File: config.mk
export PLATFORM = sky130hd
export DESIGN_NAME = fetch_prefetch
export DESIGN_NICKNAME = d
export VERILOG_FILES = /design/src/rtl/fetch_prefetch.sv
export SDC_FILE = /design/constraint.sdc
export NUM_CORES = 1
export LEC_CHECK = 0
export CORE_MARGIN = 4
export CORE_UTILIZATION = 40
export DETAILED_ROUTE_END_ITERATION = 12
export HOLD_SLACK_MARGIN = 0.15
export SYNTH_ARGS = -nofsm -noshare
export SYNTH_HDL_FRONTEND = slang
export SYNTH_SLANG_ARGS = --single-unit
File: constraint.sdc
create_clock -name clk -period 7.5 [get_ports clk]
set_clock_uncertainty 0.15 [all_clocks]
set_input_delay 1.5 -clock clk [delete_from_list [all_inputs] [get_ports clk]]
set_output_delay 1.5 -clock clk [all_outputs]
set_load 0.1 [all_outputs]
File: src/rtl/fetch_prefetch.sv
// fetch_prefetch: Wishbone classic instruction prefetcher with a DEPTH-entry buffer.
// One bus transaction at a time; a consumer-side jump flushes the buffer and redirects fetch.
module fetch_prefetch #(
    parameter logic [31:0] PC_RESET_VECTOR = 32'h0000_0000,
    parameter int          DEPTH           = 4
) (
    input  logic        clk,
    input  logic        rst,
    output logic        cyc_o,
    output logic        stb_o,
    output logic        we_o,
    output logic [31:0] adr_o,
    output logic [31:0] dat_o,
    input  logic [31:0] dat_i,
    input  logic        ack_i,
    input  logic        err_i,
    output logic [31:0] PC_O,
    output logic [31:0] IR_O,
    output logic        fault_o,
    output logic        execute,
    input  logic        ins_busy,
    input  logic        jump,
    input  logic [31:0] jump_target
);
    localparam int AW = $clog2(DEPTH);
    localparam logic [AW:0] FULL = (AW + 1)'(DEPTH);

    typedef enum logic [1:0] {IDLE, REQ, DRAIN} state_t;

    state_t          state_q, state_d;
    logic [31:0]     fetch_pc_q, fetch_pc_d;
    logic [31:0]     adr_q, adr_d;
    logic [AW:0]     occ_q, occ_d;
    logic [AW-1:0]   rptr_q, rptr_d, wptr_q, wptr_d;
    logic [31:0]     pc_mem [DEPTH];
    logic [31:0]     ir_mem [DEPTH];
    logic [DEPTH-1:0] flt_mem;
    logic            term, pop, jump_taken, push;

    assign term       = ack_i | err_i;
    assign execute    = occ_q != '0;
    assign pop        = execute & ~ins_busy;
    assign jump_taken = pop & jump;
    // Data returned in the same cycle as a taken jump belongs to the old stream.
    assign push       = (state_q == REQ) & term & ~jump_taken;

    assign cyc_o   = state_q != IDLE;
    assign stb_o   = cyc_o;
    assign we_o    = 1'b0;
    assign dat_o   = '0;
    assign adr_o   = adr_q;
    assign PC_O    = execute ? pc_mem[rptr_q] : '0;
    assign IR_O    = execute ? ir_mem[rptr_q] : '0;
    assign fault_o = execute & flt_mem[rptr_q];

    always_comb begin
        state_d = state_q;
        if (state_q == IDLE) state_d = (!jump_taken && occ_q < FULL) ? REQ : IDLE;
        else if (term) state_d = IDLE;
        else if (state_q == REQ && jump_taken) state_d = DRAIN;
        adr_d      = (state_q == IDLE) ? fetch_pc_q : adr_q;
        fetch_pc_d = jump_taken ? (jump_target & 32'hFFFF_FFFC) : push ? fetch_pc_q + 32'd4 : fetch_pc_q;
        occ_d      = jump_taken ? '0 : occ_q + (AW + 1)'(push) - (AW + 1)'(pop);
        rptr_d     = jump_taken ? '0 : rptr_q + AW'(pop);
        wptr_d     = jump_taken ? '0 : wptr_q + AW'(push);
    end

    always_ff @(posedge clk) begin
        if (!rst) begin
            state_q    <= IDLE;
            fetch_pc_q <= PC_RESET_VECTOR;
            adr_q      <= PC_RESET_VECTOR;
            occ_q      <= '0;
            rptr_q     <= '0;
            wptr_q     <= '0;
        end else begin
            state_q    <= state_d;
            fetch_pc_q <= fetch_pc_d;
            adr_q      <= adr_d;
            occ_q      <= occ_d;
            rptr_q     <= rptr_d;
            wptr_q     <= wptr_d;
        end
    end

    always_ff @(posedge clk) begin
        if (push) begin
            pc_mem[wptr_q]  <= fetch_pc_q;
            ir_mem[wptr_q]  <= dat_i;
            flt_mem[wptr_q] <= err_i;
        end
    end
endmodule

After elaboration in Yosys (flattened, before gate mapping). Memories as Yosys holds them, arrays and structs flattened. A register that Yosys moved wholly into a read port is not among the register bits. Cells that the tools add are included.

Flip-flop bits (word level): 77. Bits in writable memories: 256. Input port bits: 70. Output and inout port bits: 133. Logic and storage cells: 56. Memories: 2.

Add/subtract/negate cells: 5. $lt $le $gt $ge: 4. Equal/unequal tests: 1. Mux-type cells: 17. Bitwise operators: 9. Reductions and logical operators: 10.

Memory list: ir_mem (depth 4, bits a word 32, rd ports 1, clocked after memory_dff 1, wr ports 1, RTL line 36) `logic [31:0] ir_mem [DEPTH];`; pc_mem (depth 4, bits a word 32, rd ports 1, clocked after memory_dff 1, wr ports 1, RTL line 35) `logic [31:0] pc_mem [DEPTH];`.

Operators with widths (number): $mux W32 (4); $add A32 B3 Y32 const B (1); $mux W2 (5); $lt A2 B3 Y1 const B (2); $reduce_bool A3 Y1 (2); $and A1 B1 Y1 (5); $mux W1 (5); $add A2 B1 Y2 (2); $bwmux W4 (1); $reduce_bool A2 Y1 (2); $add A3 B1 Y3 (1); $logic_and A1 B1 Y1 (3); $lt A3 B3 Y1 const B (1); $not A1 Y1 (3); $sub A3 B1 Y3 (1); $bmux W1 S2 (1); $demux W1 S2 (1); $eq A2 B1 Y1 const B (1); $ge A2 B1 Y1 const B (1); $logic_not A2 Y1 (1); $reduce_or A2 Y1 (1); $logic_not A1 Y1 (1); $or A1 B1 Y1 (1).

Longest topological paths before layout. Gate-level depths: netlist of run 1.

Depth after elaboration: 7. Gate-level depth with buffers: 11. Gate-level depth less buffers: 11.

Worst setup path after synthesis of run 1. No wires, ideal clock.

Kind: input port to flip-flop. Start: input port err_i. End: register flt_mem[2] (enable). Library setup time: 0.575 ns. Arrival time: 6.707 ns. Required time: 6.775 ns. Path slack: 0.068 ns. Stages: 4. Buffers on the path: 0. Cell sequence: nor2_1 > nor2_2 > nand2_1 > nor3b_1.

Word-level cells in the longest chain between the ends: 3.

RTL lines: start, declared (RTL line 16) `input logic err_i,`; $or A1 B1 Y1 (RTL line 40) `assign term = ack_i | err_i;`; $and A1 B1 Y1 (2 in a row) (RTL line 45) `assign push = (state_q == REQ) & term & ~jump_taken;`; end signal, assigned by index (RTL line 90) `flt_mem[wptr_q] <= err_i;`; end, declared (RTL line 37) `logic [DEPTH-1:0] flt_mem;`.

No other way between the ends. A chain may end at the register's enable or synchronous reset.

==> results of run 1 <==
## area by class of cell
cell class | instances | share of cell area [%]
Multi-Input combinational cell | 441 | 22.8
Clock buffer | 46 | 6.01
Sequential cell | 321 | 56.2
Inverter | 12 | 0.283
Clock inverter | 17 | 0.981
Timing Repair Buffer | 171 | 10.6
Tap cell | 402 | 3.15
## cell usage in the layout, fill, tap and decap left out, drive strengths merged, types with 4 or more instances in the layout
cell type	count
nor2	26
edfxtp	252
nand2	75
a21oi	48
and2	64
mux4	63
dfxtp	69
nor4	6
o21ai	17
xor2	19
nand4	12
inv	14
ha	5
nor3	4
clkdlybuf4s50	163
clkinv	11
a211oi	9
clkbuf	46
and3	10
xnor2	12
conb	37
buf	8
nand3	17
## sequential cells by signal, summed over array words and instances, names as in the netlist
signal,count
ir_mem,128
wptr_q,2
occ_q,3
rptr_q,2
adr_o,30
pc_mem,120
fetch_pc_q,30
flt_mem,4
state_q,2
## power breakdown
part           total, mW  leakage [nW]  switching [mW]  internal, mW
clock               1.66         0.543           0.680         0.976
sequential          2.37          2.88           0.219          2.15
combinational       2.64          1.79            1.91         0.723
total               6.66          5.21            2.81          3.85
## worst max path at each step
| stage | from | endpoint | slack (ns) | depth (start not counted) |
|---|---|---|---|---|
| 2_1_floorplan | err_i | flt_mem[2]$_DFFE_PP_ | 0.07 | 4 |
| 3_3_place_gp | rptr_q[0]$_SDFF_PP0_ | PC_O[9] | 2.48 | 4 |
| 3_5_place_dp | rptr_q[0]$_SDFF_PP0_ | PC_O[9] | 2.48 | 4 |
| 4_1_cts | rptr_q[0]$_SDFF_PP0_ | PC_O[9] | 1.94 | 4 |
| 5_1_grt | rptr_q[0]$_SDFF_PP0_ | PC_O[9] | 1.78 | 4 |
| 6_report | rptr_q[0]$_SDFF_PP0_ | PC_O[8] | 2.05 | 4 |
## per-stage QoR
step / util [%] / hold WS, ns / std cells
2_1_floorplan: - / 0.321 / 853
3_3_place_gp: 46.8 / 0.293 / 1347
3_5_place_dp: 46.8 / 0.298 / 1347
4_1_cts: 50.3 / 0.308 / 1410
5_1_grt: 50.3 / 0.323 / 1410
6_report: 50.3 / 0.306 / 1410
## layer usage
metal  vias up  routed length [µm]  GRT usage (%)  share of wire, %
met3        33                1490           3.28               5.3
met2       197               13300           24.9                47
li1       3337                   -              -                 -
met5         -                   0              0                 0
met4         0                 448           3.70               1.6
met1      3596               12900           22.6                46
## critical path: stages (launching register included)
cell	delay [ns]
sky130_fd_sc_hd__dfxtp_4	1.00
sky130_fd_sc_hd__buf_4	0.51
sky130_fd_sc_hd__mux4_2	0.55
sky130_fd_sc_hd__and2_1	0.19
sky130_fd_sc_hd__clkdlybuf4s50_1	0.97
## cell families (layout without fill, tap and decap cells)
kind of cell,after synthesis,in the layout,synth area share [%]
xor gates and xnor gates,31,31,2.10
and+or+nand+nor,221,221,9.47
other,1,37,0.0290
DFF,321,321,69.2
AOI/OAI and AO/OA,81,81,3.52
buffers and inverters,91,246,3.89
muxes,65,65,11.1
adders and majority gates,6,6,0.639
==> results by group, run 1 <==
Layout
  – Area overhead of the layout relative to synthesis: 23.3%
  – Fill cells: about 2700
  – Inserted Diodes: 0
  – Share of final-layout standard cells stronger than drive strength 1: 14.8%
  – Total Nets Final: roughly 1100
  – Area occupied by multi-input gates: about 0.0036 mm²
  – FF/Latch Area: between 0.008 and 0.009 mm²
  – Final cell area excluding filler cells: 0.0159 mm²

Synthesis
  – Area share of the largest cell type after synthesis: approximately three fifths
  – Post-Synthesis Cells: slightly above 800
  – Async SR Flop Fraction: 0%
  – Cell with the most instances after synthesis: sky130_fd_sc_hd__edfxtp_1
  – Cell types with the largest area share after synthesis: sky130_fd_sc_hd__edfxtp_1, sky130_fd_sc_hd__mux4_2, sky130_fd_sc_hd__dfxtp_1
  – Count of state elements after synthesis: 321
  – Leading area contributor after synthesis: sky130_fd_sc_hd__edfxtp_1
  – Synthesized area per cell: about 16 µm²
  – Count of yosys warnings during synthesis: 0
  – Syn Std Cell Area: 0.0129 mm²
  – Seq/Total Area, Yosys: between 60% and 70%
  – Count of cell types in the netlist: 44
  – Count of flip-flops with a built-in enable after synthesis: roughly 250
  – Most used standard cells in the synthesized netlist: sky130_fd_sc_hd__edfxtp_1, sky130_fd_sc_hd__nand2_1, sky130_fd_sc_hd__dfxtp_1
  – Dominant register cell in the synthesized netlist: sky130_fd_sc_hd__edfxtp_1

CTS
  – H-tree Lvls: 2
  – Max Buffers Root-to-Sink: 3
  – Count of hold buffers inserted by post-cts repair: 0
  – Clock Root Buffer: sky130_fd_sc_hd__clkbuf_16
  – CTS clock-pin slew for the worst setup and hold paths: about 0.060 ns
  – Clock insertion delay at the later pin of the skew report: between 0.5 and 0.6 ns
  – Number of buffers added by the clock tree synthesis step: 35
  – Post CTS Setup Buffer Count: 0
  – # resized after CTS: 0
  – Sinks on Clock Net: approximately 320
  – CTS tree: yes

Timing
  – Final period demand of the worst path: approximately 5.4 ns
  – Worst-case headroom to the max-slew limit: 26.5%
  – Post-route worst setup slack: between 2 and 2.5 ns
  – Total of endpoints with negative setup slack in the final report: 0
  – Fraction of the cycle the final worst path needs: roughly 73%
  – Setup repair after global routing missed its margin: false
  – Pins over their slew limit: 0
  – TNS Setup: 0 ns
  – Slew @ Worst Pin: between 1 and 1.5 ns
  – Final Hold Violating Endpoints: 0
  – Maximum clock frequency: between 150 and 200 MHz

Critical path
  – Crit path DAT: approximately 3.8 ns
  – Nature of the critical path startpoint: register
  – Worst Path Max Fanout: 47
  – CP endpoint kind: primary output
  – Worst reg-to-reg path cell count: 5
  – Register-to-register path setup slack: 4.67 ns
  – Required time of the critical path: between 5 and 6 ns
  – Launching point of the worst reg2reg path: state_q[0]$_SDFFE_PN0P_
  – Reg2Reg Capture Point: ir_mem[3][18]$_DFFE_PP_
  – Classification of the worst setup path: reg -> out

Floorplanning
  – Chip Width: approximately 190 µm
  – Number of I/O pins: 203
  – Total number of placement rows: 65
  – Die area: between 0.03 and 0.04 mm²
  – Initial core utilization: 40.8%
  – Vertical extent of the die: 188 µm
  – Core box area: 0.0317 mm²

Routing
  – Via density: about 5.1
  – Via count: slightly above 7000
  – Final routed wire length divided by cell count: 19.9 µm
  – First DRT Iteration DRCs: approximately 410
  – Routed WL: approximately 28000 µm
  – DRC: 0
  – DRT Pass-1 Iters: 5
  – Count of nets left with antenna violations after detail routing: 0

Place
  – Pre-CTS setup slack: between 2 and 2.5 ns
  – Port Buffers: between 150 and 200
  – Area of placed instances: 0.0148 mm²
  – GP Congestion: about 0.73
  – Sum of net half-perimeters after detailed placement: 16200 µm

GRT
  – Global route total overflow: 0
  – Pin count of the biggest net entering global routing: 65
  – Global-route wire length before repair: 43900 µm
  – Initial antenna violation count: 0
  – Gr usage total: between 10% and 20%
  – Via count of the first global-routing pass: about 7400

Worst hold path
  – Hold Path Stages: 2
  – Worst Hold Class: reg -> reg
  – Hold Crit Start: adr_o[24]$_SDFFE_PN0P_
  – Worst min-delay path endpoint: adr_o[24]$_SDFFE_PN0P_

Pwr
  – Leakage dissipation: 5.21 nW
  – Max rail drop VDD: ~0.2 mV
  – Total power consumption of the routed design: 6.66 mW
  – Power density over the cells: around 420 mW/mm²

Outcome
  – Outcome: finished clean

Flow run
  – Count of max-cap constraint violations: 0
Power figures use the tool's default switching activity.
==> inputs of run 2 (changes only) <==
==> constraint.sdc (replaced) <==
create_clock -name clk -period 5.42 [get_ports clk]
set_clock_uncertainty 0.15 [all_clocks]
set_input_delay 1.084 -clock clk [delete_from_list [all_inputs] [get_ports clk]]
set_output_delay 1.084 -clock clk [all_outputs]
set_load 0.1 [all_outputs]
==> run 2 against run 1 <==
Register-to-register slack got worse by 2.5 ns. Routed wire length increased by 1.4%. Largest power group unchanged. Worst hold slack improved by 0.00092 ns. First-iteration DRC count decreased by 2.7%. Total power increased by 41%. Combinational power increased by 42%. Via count about the same. Sequential share of layout area decreased by 0.71 points. Critical path depth increased by 1. Clock-buffer cell count decreased by 2. Global-route usage increased by 0.29 points. Largest cell class unchanged. Die area unchanged.
==> results by group, run 2 (synthesis gave the netlist of run 1 again) <==
Timing
  – Pins over their slew limit: 0 (unchanged)
  – Final period demand of the worst path: around 4.5 ns
  – Maximum clock frequency: 222 MHz
  – Total of endpoints with negative setup slack in the final report: 0 (unchanged)
  – Worst-case headroom to the max-slew limit: 29.1% (+2.6 points)
  – Slew @ Worst Pin: 1.06 ns (-0.0383 ns)
  – Hold_ws: 0.307 ns (+0.000921 ns)
  – Fraction of the cycle the final worst path needs: between 80% and 90%
  – TNS Setup: 0 ns (unchanged)
  – Setup repair after global routing missed its margin: false
  – Final Hold Violating Endpoints: 0 (unchanged)

Routing
  – Count of nets left with antenna violations after detail routing: 0 (unchanged)
  – Routed WL: 28500 µm (+1.4%)
  – DRT Pass-1 Iters: 4 (-1)
  – DRC: 0 (unchanged)
  – Final routed wire length divided by cell count: 20.1 µm (+0.76%)
  – First DRT Iteration DRCs: 403 (-2.7%)
  – Via count: 7157 (-0.084%)
  – Via density: 5.04 (-0.72%)

Floorplanning
  – Total number of placement rows: 65 (unchanged)
  – Chip Width: 188 µm (unchanged)
  – Vertical extent of the die: 188 µm (unchanged)
  – Initial core utilization: 40.8% (unchanged)
  – Core box area: 0.0317 mm² (unchanged)
  – Die area: 0.0353 mm² (unchanged)
  – Number of I/O pins: 203 (unchanged)

Layout
  – Share of final-layout standard cells stronger than drive strength 1: 16.2% (+1.4 points)
  – Leading registers by flop count: ir_mem: 128 flops, pc_mem: 120 flops
  – Total Nets Final: 1067 (+0.85%)
  – Finished Core Util: 50.9% (+0.64 points)
  – Number of flip-flops under the largest register name: 128 (unchanged)
  – Area overhead of the layout relative to synthesis: 24.9%
  – Leading cell type in the layout, fill and taps excluded: sky130_fd_sc_hd__edfxtp_1
  – Commonest cells after routing, fill and taps aside: sky130_fd_sc_hd__edfxtp_1, sky130_fd_sc_hd__clkdlybuf4s50_1, sky130_fd_sc_hd__nand2_1, sky130_fd_sc_hd__dfxtp_1, sky130_fd_sc_hd__and2_1
  – Inserted Diodes: 0 (unchanged)
  – Final cell area excluding filler cells: 0.0161 mm² (+1.3%)
  – Largest reg by FF count: ir_mem

Pwr
  – Leakage dissipation: 5.31 nW (+2.0%)
  – Power density over the cells: 581 mW/mm² (+39%)
  – Max rail drop VDD: 0.321 mV (+60%)

CTS
  – Post CTS Setup Buffer Count: 0 (unchanged)
  – Sinks on Clock Net: 321 (unchanged)
  – CTS clock-pin slew for the worst setup and hold paths: 0.06 ns (about the same)
  – Clock insertion delay at the later pin of the skew report: 0.51 ns (about the same)
  – H-tree Lvls: 2 (unchanged)
  – # resized after CTS: 0 (unchanged)
  – Count of hold buffers inserted by post-cts repair: 0 (unchanged)
  – Clock Root Buffer: sky130_fd_sc_hd__clkbuf_16
  – Max Buffers Root-to-Sink: 3 (unchanged)
  – CTS tree: yes
  – Number of buffers added by the clock tree synthesis step: 36 (+2.9%)

Critical path
  – Launching point of the worst reg2reg path: occ_q[1]$_SDFF_PP0_
  – Dominant delay contributor by cell family on the critical path: buffers and inverters
  – Nature of the critical path startpoint: register
  – Critical path buffer and inverter count: 3 (+1)
  – Crit-path slowest cell: sky130_fd_sc_hd__clkdlybuf4s50_1
  – Worst Path Max Fanout: 46 (-2.1%)
  – Crit path DAT: 3.26 ns (-0.54 ns)
  – Chain of cells forming the critical path: nor3_2, inv_2, buf_4, and2_1, clkdlybuf4s50_1
  – Delay of the slowest critical-path stage: 1.13 ns (+0.13 ns)
  – CP endpoint kind: primary output
  – Required time of the critical path: 4.19 ns (-1.66 ns)
  – Worst setup path startpoint: occ_q[1]$_SDFF_PP0_
  – Classification of the worst setup path: reg -> out

GRT
  – Gr usage total: 16.0% (+0.29 points)
  – Via count of the first global-routing pass: 7396 (+0.014%)
  – Pin count of the biggest net entering global routing: 64 (-1.5%)
  – Global route total overflow: 0 (unchanged)
  – Initial antenna violation count: 0 (unchanged)
  – Global-route wire length before repair: 44200 µm (+0.69%)

Place
  – GP Congestion: 0.746 (+1.6%)
  – Sum of net half-perimeters after detailed placement: 17200 µm (+5.9%)
  – Area of placed instances: 0.0150 mm² (+0.87%)
  – Port Buffers: 163 (unchanged)

Worst hold path
  – Hold Crit Start: adr_o[22]$_SDFFE_PN0P_
  – Worst Hold Class: reg -> reg

Flow run
  – Count of max-cap constraint violations: 0 (unchanged)

Outcome
  – Outcome: finished clean
[run 2: changes by cell type in the layout (fill, tap and decap cells not counted), moves of 4 or more]
cell and delta:
sky130_fd_sc_hd__clkdlybuf4s50_1 -5, sky130_fd_sc_hd__buf_12 +5, sky130_fd_sc_hd__buf_4 +8, sky130_fd_sc_hd__clkbuf_1 -4
[run 2: path summary, 6_finish.rpt]
kind | endpoint | slack (ns) | depth (start not counted)
worst min register to register | adr_o[22]$_SDFFE_PN0P_ | 0.31 | 2
worst max register to register | occ_q[2]$_SDFF_PP0_ | 2.21 | 11
worst max-delay path | IR_O[31] | 0.92 | 5
worst min-delay path | adr_o[22]$_SDFFE_PN0P_ | 0.31 | 2
[run 2: tightest hold or removal path, cell delays in order (launching register included)]
cell and delay [ns]:
sky130_fd_sc_hd__dfxtp_1 0.31, sky130_fd_sc_hd__nand2_1 0.05, sky130_fd_sc_hd__a21oi_1 0.05
[run 2: cell type report]
type | instances | area (µm²)
Fill cell | 2682 | 15600
Sequential cell | 321 | 8960
Multi-Input combinational cell | 441 | 3650
Timing Repair Buffer | 179 | 1800
Clock buffer | 44 | 982
Tap cell | 402 | 503
Clock inverter | 20 | 206
Inverter | 12 | 45.0
[run 2: report_power, final]
group | leakage [nW] | switching [mW] | total [mW] | internal, mW
Clock | 0.585 | 0.943 | 2.42 | 1.48
Combinational | 1.85 | 2.71 | 3.74 | 1.03
Sequential | 2.88 | 0.253 | 3.22 | 2.97
[run 2: through the flow]
step           power [mW]  instances  worst slack (ns)
2_1_floorplan        6.14        853             0.612
3_3_place_gp         7.05       1355              1.39
3_5_place_dp         7.08       1355              1.34
4_1_cts              9.52       1419             0.808
5_1_grt              9.78       1419             0.684
6_report             9.39       1419             0.923
[run 2: layer usage]
metal	vias up	track usage (%)	part of all wire, %
met5	-	0	0
met4	0	3.75	1.5
met3	30	3.00	4.9
met2	189	25.6	48
met1	3591	23.0	46
li1	3347	-	-
==> inputs of run 3 (changes only) <==
==> constraint.sdc (replaced) <==
create_clock -name clk -period 4.4 [get_ports clk]
set_clock_uncertainty 0.15 [all_clocks]
set_input_delay 0.88 -clock clk [delete_from_list [all_inputs] [get_ports clk]]
set_output_delay 0.88 -clock clk [all_outputs]
set_load 0.1 [all_outputs]
==> run 3 against run 2 <==
Die area did not move. Register-to-register slack got worse by 0.62 ns. Critical path depth fell by 1. Sequential power rose by 24%. Global-route usage rose by 0.44 points. Critical endpoint unchanged.
==> results by group, run 3 (synthesis gave the netlist of run 1 again) <==
CTS
  – H-tree Lvls: 2 (unchanged)
  – Clock Root Buffer: sky130_fd_sc_hd__clkbuf_16
  – Post CTS Setup Buffer Count: 0 (unchanged)
  – Max Buffers Root-to-Sink: 3 (unchanged)
  – Number of buffers added by the clock tree synthesis step: 35 (-2.8%)
  – Clock insertion delay at the later pin of the skew report: 0.49 ns (-0.02 ns)
  – # resized after CTS: 0 (unchanged)
  – Sinks on Clock Net: 321 (unchanged)
  – Count of hold buffers inserted by post-cts repair: 0 (unchanged)
  – CTS tree: yes
  – CTS clock-pin slew for the worst setup and hold paths: 0.06 ns (about the same)

Critical path
  – Worst Path Max Fanout: 29 (-37%)
  – Nature of the critical path startpoint: register
  – Crit path DAT: 2.59 ns (-0.67 ns)
  – Launching point of the worst reg2reg path: occ_q[1]$_SDFF_PP0_
  – Reg2Reg Capture Point: occ_q[2]$_SDFF_PP0_
  – Critical path buffer and inverter count: 2 (-1)
  – Chain of cells forming the critical path: buf_4, mux4_2, and2_1, buf_4
  – Required time of the critical path: 3.37 ns (-0.82 ns)
  – Delay of the slowest critical-path stage: 0.77 ns (-0.36 ns)
  – Dominant delay contributor by cell family on the critical path: flip-flops
  – Classification of the worst setup path: reg -> out
  – CP endpoint kind: primary output
  – Cell repeated most along the worst path: sky130_fd_sc_hd__buf_4
  – Crit-path slowest cell: sky130_fd_sc_hd__dfxtp_4
  – Register-to-register path setup slack: 1.59 ns (-0.62 ns)
  – Worst reg-to-reg path cell count: 11 (unchanged)

Routing
  – Via count: 7212 (+0.77%)
  – Via density: 5.08 (+0.63%)
  – DRT Pass-1 Iters: 5 (+1)
  – Routed WL: 28900 µm (+1.5%)
  – Final routed wire length divided by cell count: 20.3 µm (+1.3%)
  – Count of nets left with antenna violations after detail routing: 0 (unchanged)
  – First DRT Iteration DRCs: 364 (-9.7%)
  – DRC: 0 (unchanged)

Timing
  – Final Hold Violating Endpoints: 0 (unchanged)
  – Slew @ Worst Pin: 1.00 ns (-0.0563 ns)
  – Fraction of the cycle the final worst path needs: slightly above 80%
  – TNS Setup: 0 ns (unchanged)
  – Pins over their slew limit: 0 (unchanged)
  – Setup repair after global routing missed its margin: false
  – Worst-case headroom to the max-slew limit: 32.8% (+3.8 points)
  – Total of endpoints with negative setup slack in the final report: 0 (unchanged)
  – Post-route worst setup slack: 0.778 ns (-0.145 ns)
  – Maximum clock frequency: 276 MHz
  – Final period demand of the worst path: 3.62 ns

Pwr
  – Total power consumption of the routed design: 11.3 mW (+20%)
  – Sw power: 4.77 mW (+22%)
  – Internal power summed over all cells: 6.53 mW (+19%)
  – Clock share of power: 24.6% (-1.2 points)
  – Combinational group share of total power: 40.1% (+0.2 points)
  – Share of total power in sequential cells: 35.3% (+1.0 points)
  – Leakage dissipation: 5.39 nW (+1.5%)
  – Switching share of total power: 42.2% (+0.56 points)
  – Power density over the cells: 708 mW/mm² (+22%)
  – Max rail drop VDD: 0.374 mV (+17%)

Layout
  – Finished Core Util: 50.3% (-0.58 points)
  – Fill cells: 2694 (+0.45%)
  – Largest reg by FF count: ir_mem
  – Leading cell type in the layout, fill and taps excluded: sky130_fd_sc_hd__edfxtp_1
  – Number of flip-flops under the largest register name: 128 (unchanged)
  – Share of final-layout standard cells stronger than drive strength 1: 21.9% (+5.7 points)
  – Area overhead of the layout relative to synthesis: 23.5%
  – Total Nets Final: 1071 (+0.37%)
  – Final non-filler cell total: 1421 (+0.14%)
  – Inserted Diodes: 0 (unchanged)
  – Commonest cells after routing, fill and taps aside: sky130_fd_sc_hd__edfxtp_1, sky130_fd_sc_hd__clkdlybuf4s50_1, sky130_fd_sc_hd__buf_4, sky130_fd_sc_hd__nand2_1, sky130_fd_sc_hd__dfxtp_1
  – Leading registers by flop count: ir_mem: 128 flops, pc_mem: 120 flops

GRT
  – Gr usage total: 16.4% (+0.44 points)
  – Routing layer with the top usage in global route: met2
  – Pin count of the biggest net entering global routing: 59 (-7.8%)
  – Routing usage on met3: 3.05% (+0.056 points)
  – Global route total overflow: 0 (unchanged)
  – Via count of the first global-routing pass: 7671 (+3.7%)
  – Global-route met2 utilization: 27.4% (+1.8 points)
  – Met1 routing resource usage after global routing: 22.9% (-0.038 points)
  – Global-route wire length before repair: 45700 µm (+3.2%)
  – Initial antenna violation count: 0 (unchanged)

Place
  – Port Buffers: 163 (unchanged)
  – Pre-CTS setup slack: 1.01 ns (-0.325 ns)
  – Sum of net half-perimeters after detailed placement: 17700 µm (+2.8%)
  – Number of cells in the design after placement: 1360 (+0.37%)
  – GP Congestion: 0.741 (-0.68%)

Floorplanning
  – Initial core utilization: 40.8% (unchanged)
  – Number of I/O pins: 203 (unchanged)
  – Total number of placement rows: 65 (unchanged)
  – Vertical extent of the die: 188 µm (unchanged)
  – Die area: 0.0353 mm² (unchanged)
  – Chip Width: 188 µm (unchanged)
  – Core box area: 0.0317 mm² (unchanged)

Worst hold path
  – Hold Crit Start: adr_o[14]$_SDFFE_PN0P_
  – Worst min-delay path endpoint: adr_o[14]$_SDFFE_PN0P_
  – Worst Hold Class: reg -> reg
  – Hold Path Stages: 2 (unchanged)

Flow run
  – Count of max-cap constraint violations: 0 (unchanged)

Outcome
  – Outcome: finished clean
[run 3: power groups by stage]
stage / Sequential, mW / Clock [mW] / Combinational (mW)
2_1_floorplan: 4.08 / 0 / 3.48
3_3_place_gp: 4.05 / 0 / 4.57
6_report: 3.99 / 2.78 / 4.53
4_1_cts: 4.00 / 2.87 / 4.60
3_5_place_dp: 4.06 / 0 / 4.59
5_1_grt: 4.05 / 2.99 / 4.75
[run 3: how the worst max path moves through the flow]
stage	start	end	slack [ns]	depth (start not counted)
5_1_grt	rptr_q[0]$_SDFF_PP0_	IR_O[11]	0.56	4
3_5_place_dp	err_i	occ_q[2]$_SDFF_PP0_	1.01	11
3_3_place_gp	err_i	occ_q[2]$_SDFF_PP0_	1.06	11
6_report	rptr_q[0]$_SDFF_PP0_	IR_O[31]	0.78	4
4_1_cts	rptr_q[0]$_SDFF_PP0_	IR_O[31]	0.68	4
2_1_floorplan	err_i	flt_mem[2]$_DFFE_PP_	0.61	4
[run 3: area by class of cell]
cell class	count	area [µm²]	area share (%)
clock buffer	48	987	6.18
clock inverter	13	108	0.674
inverter	12	45.0	0.282
multi-input combinational	441	3650	22.9
sequential	321	8960	56.1
tap	402	503	3.15
timing repair buffer	184	1710	10.7
[run 3: stage by stage]
| step | instance area [µm²] | hold slack, ns |
|---|---|---|
| 5_1_grt | 16000 | 0.321 |
| 2_1_floorplan | 13100 | 0.321 |
| 6_report | 16000 | 0.306 |
| 4_1_cts | 16000 | 0.307 |
| 3_5_place_dp | 14900 | 0.298 |
| 3_3_place_gp | 14900 | 0.296 |
[run 3: tightest hold or removal path, stage by stage, from the launching register on]
cell and delay [ns]:
sky130_fd_sc_hd__dfxtp_1 0.31, sky130_fd_sc_hd__nand2_1 0.05, sky130_fd_sc_hd__a21oi_1 0.05
[run 3: layer usage]
layer	part of all wire (%)	vias up
met1	44	3649
met3	4.9	22
met2	50	186
met4	1.1	0
li1	-	3355
met5	0	-
